==> config.mk <==
export PLATFORM = sky130hd
export DESIGN_NAME = ls_usb_tx
export DESIGN_NICKNAME = d
export VERILOG_FILES = /design/src/rtl/ls_usb_tx.sv
export SDC_FILE = /design/constraint.sdc
export NUM_CORES = 1
export LEC_CHECK = 0
export BUFFER_PORTS_ARGS = -buffer_cell sky130_fd_sc_hd__buf_2
export CAP_MARGIN = 25
export CORE_MARGIN = 2
export CORE_UTILIZATION = 35
export DETAILED_ROUTE_END_ITERATION = 16
export GPL_ROUTABILITY_DRIVEN = 0
export PLACE_DENSITY = 0.63
export SETUP_SLACK_MARGIN = 0.02
export SLEW_MARGIN = 20
export SYNTH_ARGS = -nofsm -noshare
export SYNTH_HDL_FRONTEND = slang
export SYNTH_SLANG_ARGS = --single-unit
==> constraint.sdc <==
create_clock -name clk -period 4.91 [get_ports clk]
set_input_delay 0.491 -clock clk [delete_from_list [all_inputs] [get_ports clk]]
set_output_delay 0.491 -clock clk [all_outputs]
set_load 0.01 [all_outputs]
==> src/rtl/ls_usb_tx.sv <==
// ls_usb_tx: low-speed USB transmit serializer.
// Takes the byte stream from the packet core, SYNC included as byte 0.
// Serializes LSB first, inserts stuff bits, NRZI-encodes, appends the EOP and
// drives the D+/D- pad pair.
// Optional macro LS_TX_TURNAROUND_EN adds TURNAROUND_BITS idle-J bit periods
// before SYNC, with the pad still released.
// Ports:
//   clk, rst       clock and synchronous active-high reset
//   sbyte          current byte from the core
//   start_pkt      pulse: byte 0 is on sbyte
//   last_pkt_byte  the byte on sbyte is the last of the packet
//   show_next      pulse: core advances its byte pointer
//   dp, dm, oe     pad drive values and output enable
//   busy           high from start acceptance until the EOP completes
module ls_usb_tx #(
    parameter int unsigned CLK_PER_BIT     = 8,
    parameter int unsigned TURNAROUND_BITS = 2
) (
    input  logic       clk,
    input  logic       rst,
    input  logic [7:0] sbyte,
    input  logic       start_pkt,
    input  logic       last_pkt_byte,
    output logic       show_next,
    output logic       dp,
    output logic       dm,
    output logic       oe,
    output logic       busy
);
    localparam int unsigned BW = $clog2(CLK_PER_BIT);
    localparam int unsigned CW = (TURNAROUND_BITS > 2) ? $clog2(TURNAROUND_BITS) : 1;

    typedef enum logic [2:0] {
        S_IDLE,
        S_DATA,
        S_EOP_SE0,
        S_EOP_J
`ifdef LS_TX_TURNAROUND_EN
        , S_TURN
`endif
    } state_t;

    state_t        state, state_n;
    logic [BW-1:0] bcnt, bcnt_n;
    logic [CW-1:0] cnt, cnt_n;
    logic [7:0]    shreg, shreg_n;
    logic          last, last_n;
    logic [3:0]    bit_idx, bit_idx_n;
    logic [2:0]    ones, ones_n;
    logic          dp_n, dm_n, oe_n, busy_n, show_next_n;
    logic          tx_bit;
    logic          bit_end;

    assign bit_end = (bcnt == BW'(CLK_PER_BIT - 1));

    // State and datapath registers
    always_ff @(posedge clk) begin
        if (rst) begin
            state     <= S_IDLE;
            bcnt      <= '0;
            cnt       <= '0;
            shreg     <= '0;
            last      <= 1'b0;
            bit_idx   <= '0;
            ones      <= '0;
            dp        <= 1'b0;
            dm        <= 1'b1;
            oe        <= 1'b0;
            busy      <= 1'b0;
            show_next <= 1'b0;
        end else begin
            state     <= state_n;
            bcnt      <= bcnt_n;
            cnt       <= cnt_n;
            shreg     <= shreg_n;
            last      <= last_n;
            bit_idx   <= bit_idx_n;
            ones      <= ones_n;
            dp        <= dp_n;
            dm        <= dm_n;
            oe        <= oe_n;
            busy      <= busy_n;
            show_next <= show_next_n;
        end
    end

    // Next state; the bit sent in a period is chosen at the edge that opens it,
    // so dp/dm already show that bit during the period (dp doubles as NRZI level).
    always_comb begin
        state_n     = state;
        bcnt_n      = bit_end ? '0 : bcnt + BW'(1);
        cnt_n       = cnt;
        shreg_n     = shreg;
        last_n      = last;
        bit_idx_n   = bit_idx;
        ones_n      = ones;
        dp_n        = dp;
        dm_n        = dm;
        oe_n        = oe;
        busy_n      = busy;
        show_next_n = 1'b0;
        tx_bit      = 1'b0;

        case (state)
            S_IDLE: begin
                bcnt_n = '0;
                dp_n   = 1'b0;
                dm_n   = 1'b1;
                oe_n   = 1'b0;
                busy_n = 1'b0;
                if (start_pkt) begin
                    shreg_n     = sbyte;
                    last_n      = last_pkt_byte;
                    ones_n      = '0;
                    busy_n      = 1'b1;
                    show_next_n = ~last_pkt_byte;
`ifdef LS_TX_TURNAROUND_EN
                    state_n   = S_TURN;
                    bit_idx_n = '0;
                    cnt_n     = '0;
`else
                    // First SYNC bit goes out straight from the incoming byte.
                    state_n   = S_DATA;
                    oe_n      = 1'b1;
                    tx_bit    = sbyte[0];
                    dp_n      = tx_bit ? 1'b0 : 1'b1;
                    dm_n      = ~dp_n;
                    ones_n    = tx_bit ? 3'd1 : 3'd0;
                    bit_idx_n = 4'd1;
`endif
                end
            end
`ifdef LS_TX_TURNAROUND_EN
            S_TURN: begin
                if (bit_end) begin
                    if (cnt == CW'(TURNAROUND_BITS - 1)) begin
                        state_n   = S_DATA;
                        oe_n      = 1'b1;
                        tx_bit    = shreg[0];
                        dp_n      = tx_bit ? dp : ~dp;
                        dm_n      = ~dp_n;
                        ones_n    = tx_bit ? ones + 3'd1 : 3'd0;
                        bit_idx_n = 4'd1;
                    end else begin
                        cnt_n = cnt + CW'(1);
                    end
                end
            end
`endif
            S_DATA: begin
                if (bit_end) begin
                    if (ones == 3'd6) begin
                        // Stuff bit: forced transition, data bit held back.
                        dp_n   = ~dp;
                        dm_n   = dp;
                        ones_n = '0;
                    end else if (bit_idx == 4'd8) begin
                        if (!last) begin
                            // Reload and send bit 0 of the next byte with no gap.
                            shreg_n     = sbyte;
                            last_n      = last_pkt_byte;
                            show_next_n = ~last_pkt_byte;
                            tx_bit      = sbyte[0];
                            dp_n        = tx_bit ? dp : ~dp;
                            dm_n        = ~dp_n;
                            ones_n      = tx_bit ? ones + 3'd1 : 3'd0;
                            bit_idx_n   = 4'd1;
                        end else begin
                            state_n = S_EOP_SE0;
                            dp_n    = 1'b0;
                            dm_n    = 1'b0;
                            cnt_n   = '0;
                        end
                    end else begin
                        tx_bit    = shreg[bit_idx[2:0]];
                        dp_n      = tx_bit ? dp : ~dp;
                        dm_n      = ~dp_n;
                        ones_n    = tx_bit ? ones + 3'd1 : 3'd0;
                        bit_idx_n = bit_idx + 4'd1;
                    end
                end
            end
            S_EOP_SE0: begin
                if (bit_end) begin
                    if (cnt == CW'(1)) begin
                        state_n = S_EOP_J;
                        dp_n    = 1'b0;
                        dm_n    = 1'b1;
                    end else begin
                        cnt_n = cnt + CW'(1);
                    end
                end
            end
            S_EOP_J: begin
                if (bit_end) begin
                    state_n = S_IDLE;
                    oe_n    = 1'b0;
                    busy_n  = 1'b0;
                end
            end
            default: begin
                state_n = S_IDLE;
            end
        endcase
    end
endmodule

==> results.py <==
metrics = {
    "clock_tree": {
        "cts_tree": "built",
        "cts_buffer_depth": 2,
        "cts_resized": 0,
        "clock_latency_ns": 0.27,
        "clk_transition_reported_paths_ns": 0.09,
        "cts_hold_buf": 0,
        "clockRootBuffer": "clkbuf_8",
        "cts_inserted_buffers": 3,
        "htreeDepth": 1,
        "cts_sinks": 26,
        "cts_setup_buffers": 0,
    },
    "drt": {
        "num_vias": 1168,
        "wl_per_cell_um": 12.2,
        "drt-vias-per-instance": 5.01,
        "dr.pass1.iters": 4,
        "finalWirelength_mm": 2.85,
        "drt_iter0_drc": 58,
        "ant_nets": 0,
        "drc": 0,
    },
    "synth": {
        "synth_top_family_by_area": "simple AND/OR/NAND/NOR gates",
        "syn_nets": 193,
        "ys_seq_area_share_pct": 34.0,
        "yosys.area.top_type": "dfxtp_1",
        "synth_seq_cells": 26,
        "ys.flop_type": "dfxtp_1",
        "synth-edff-count": 0,
        "synth_mux_area_share_pct": 11.4,
        "synth_xor_area_share_pct": 1.72,
        "synth_cell_type_count": 46,
        "netlist_instances": 171,
        "yosysMostFrequentCell": "dfxtp_1",
        "synth_adder_area_share_pct": 8.18,
        "synthTopCellsByCount": "dfxtp_1, nor2_1, mux2i_1",
        "synthesis.area_mm2": 0.00153,
        "yosys.area_share.simple_pct": 22.9,
        "postSynth.asyncResetShare_pct": 0,
        "ys_warn_count": 0,
        "synth-compound-area-share_pct": 16.0,
        "postSynthAreaPerCell_um2": 8.94,
        "synth_area_leaders": "dfxtp_1, mux2i_1, ha_1",
        "yosysTopAreaCellShare_pct": 34.0,
    },
    "global_routing": {
        "grt_pass1_vias": 1059,
        "gr-total-overflow": 0,
        "grt_use_met1_pct": 16.5,
        "met3_usage_pct": 3.61,
        "grt_pass1_wl_mm": 4.92,
        "busiest_layer": "met2",
        "grtUsageMet2_pct": 19.2,
        "antenna_found_initial": 0,
        "grt_max_degree": 26,
        "grt.total_usage_pct": 12.2,
    },
    "layout": {
        "multi_input_area_um2": 920,
        "drive_gt1_share_pct": 17.1,
        "fillers": 452,
        "area_delta_synth_final_pct": 10.8,
        "fin_nets": 204,
        "diodes": 0,
        "layout.area.seq_um2": 520,
        "design_area_mm2": 0.00169,
    },
    "pwr": {
        "total_power_mw": 0.919,
        "ir_drop_mv": 0.298,
        "p_clk_share_pct": 19.3,
        "p_comb_share_pct": 46.5,
        "p_per_area_mw_per_mm2": 543,
        "power.switching_mw": 0.348,
        "leakage_nw": 0.721,
        "pwr-share-seq_pct": 34.2,
        "power.share.switching_pct": 37.8,
        "internal-power_mw": 0.572,
    },
    "timing": {
        "setup_viol": 0,
        "finalCritPeriodShare_pct": 45.0,
        "drv_slew": 0,
        "rsz0062_at_grt": "no",
        "slew_headroom_pct": 67.4,
        "tightest_slew_ns": 0.487,
        "clock_skew_ns": 0.00324,
        "hold_viol_final": 0,
        "period_needed_ns": 2.21,
        "setup_tns_ns": 0,
        "fmax_ghz": 0.453,
    },
    "floorplanning": {
        "die_x_um": 70.1,
        "rows": 24,
        "dieArea_mm2": 0.00491,
        "start_util_pct": 35.6,
        "die-height_um": 70.1,
        "ioPinCount": 17,
        "core_mm2": 0.00429,
    },
    "placement": {
        "hpwlAfterDp_mm": 2.13,
        "port_buffers": 16,
        "place_area_mm2": 0.00162,
    },
    "hold_path": {
        "worst_hold_path_type": "input pin to register",
    },
    "setup_path": {
        "cp.buffers_inverters": 1,
        "critPathMaxFanout": 9,
        "path_class": "register to register",
        "slowest_delay_ns": 0.43,
        "worstPathRequired_ns": 5.11,
        "slowest_stage": "dfxtp_1",
        "crit_path_end_kind": "register",
        "cp_cell_sequence": "inv_1 -> ha_1 -> and3b_1 -> nand4_1 -> a211o_1 -> or3_1 -> a21oi_1",
        "cp_top_family": "simple AND/OR/NAND/NOR gates",
        "critPathLaunchType": "register",
        "worstPathArrival_ns": 2.41,
    },
    "flow_run": {
        "maxCapViolCount": 0,
    },
    "status": {
        "status": "finished, final reports clean",
    },
}
[per-layer routing]
layer	part of all wire, %	wire [um]
met5	0	0
met4	0.49	14
met3	3.3	94
met2	44	1250
met1	52	1490
[state kept, by name, indices dropped and copies added (netlist names)]
signal and cells:
bcnt 3, bit_idx 4, busy 1, cnt 1, dm 1, dp 1
last 1, ones 3, show_next 1, shreg 8, state 2
[layout by cell type, fill, tap and decap left out, types with 2 or more instances in the layout]
master,count
and2_1,5
buf_2,16
nand3b_1,3
xor2_1,3
nand2b_1,3
o21ai_0,6
nand2_1,9
nor3_1,6
a31oi_1,4
a21oi_1,7
mux2i_1,14
nor4_1,2
nor2b_1,4
a211oi_1,2
nand3_1,4
ha_1,10
clkbuf_8,3
inv_1,8
nand4_1,4
dfxtp_1,26
nor2_1,17
[cell families (layout without fill, tap and decap cells)]
family                   count (synthesis)  count (layout)
flip-flops                              26              26
buffers and inverters                   19              29
adder cells (fa/ha/maj)                 10              10
AND/OR/NAND/NOR                         65              65
XOR/XNOR                                 3               3
multiplexers                            16              16
AO/OA/AOI/OAI                           32              32
[stage by stage]
| stage | utilization, % | hold slack, ns | worst slack [ns] | std cells |
|---|---|---|---|---|
| finish | 39.5 | 0.410 | 2.70 | 233 |
| global route | 39.5 | 0.405 | 2.45 | 233 |
| CTS | 39.5 | 0.400 | 2.69 | 233 |
| detailed placement | 37.8 | 0.429 | 2.72 | 229 |
| global placement | 37.8 | 0.428 | 2.74 | 229 |
| floorplan | - | 0.407 | 3.00 | 171 |
[path summary, 6_finish.rpt]
check	startpoint	cells past startpoint	slack (ns)	end
worst min-delay path	last_pkt_byte	2	0.41	show_next
worst max-delay path	bit_idx[0]	7	2.70	state[0]
worst min register to register	bcnt[0]	1	0.44	bcnt[0]
worst max register to register	bit_idx[0]	7	2.70	state[0]
[cell type report]
class	instances	area share [%]
clock buffers	3	2.44
repair buffers	17	5.17
well taps	52	3.84
flip-flops and latches	26	30.7
clock inverters	1	1.77
inverters	8	1.77
multi-input cells	126	54.3
[power by group through the flow]
stage	Clock (mW)	Sequential (mW)	Combinational, mW
global route	0.195	0.324	0.482
detailed placement	0	0.320	0.430
global placement	0	0.319	0.429
finish	0.178	0.314	0.428
CTS	0.185	0.315	0.433
floorplan	0	0.298	0.376
Note: power is estimated with default switching activity, not from simulation.
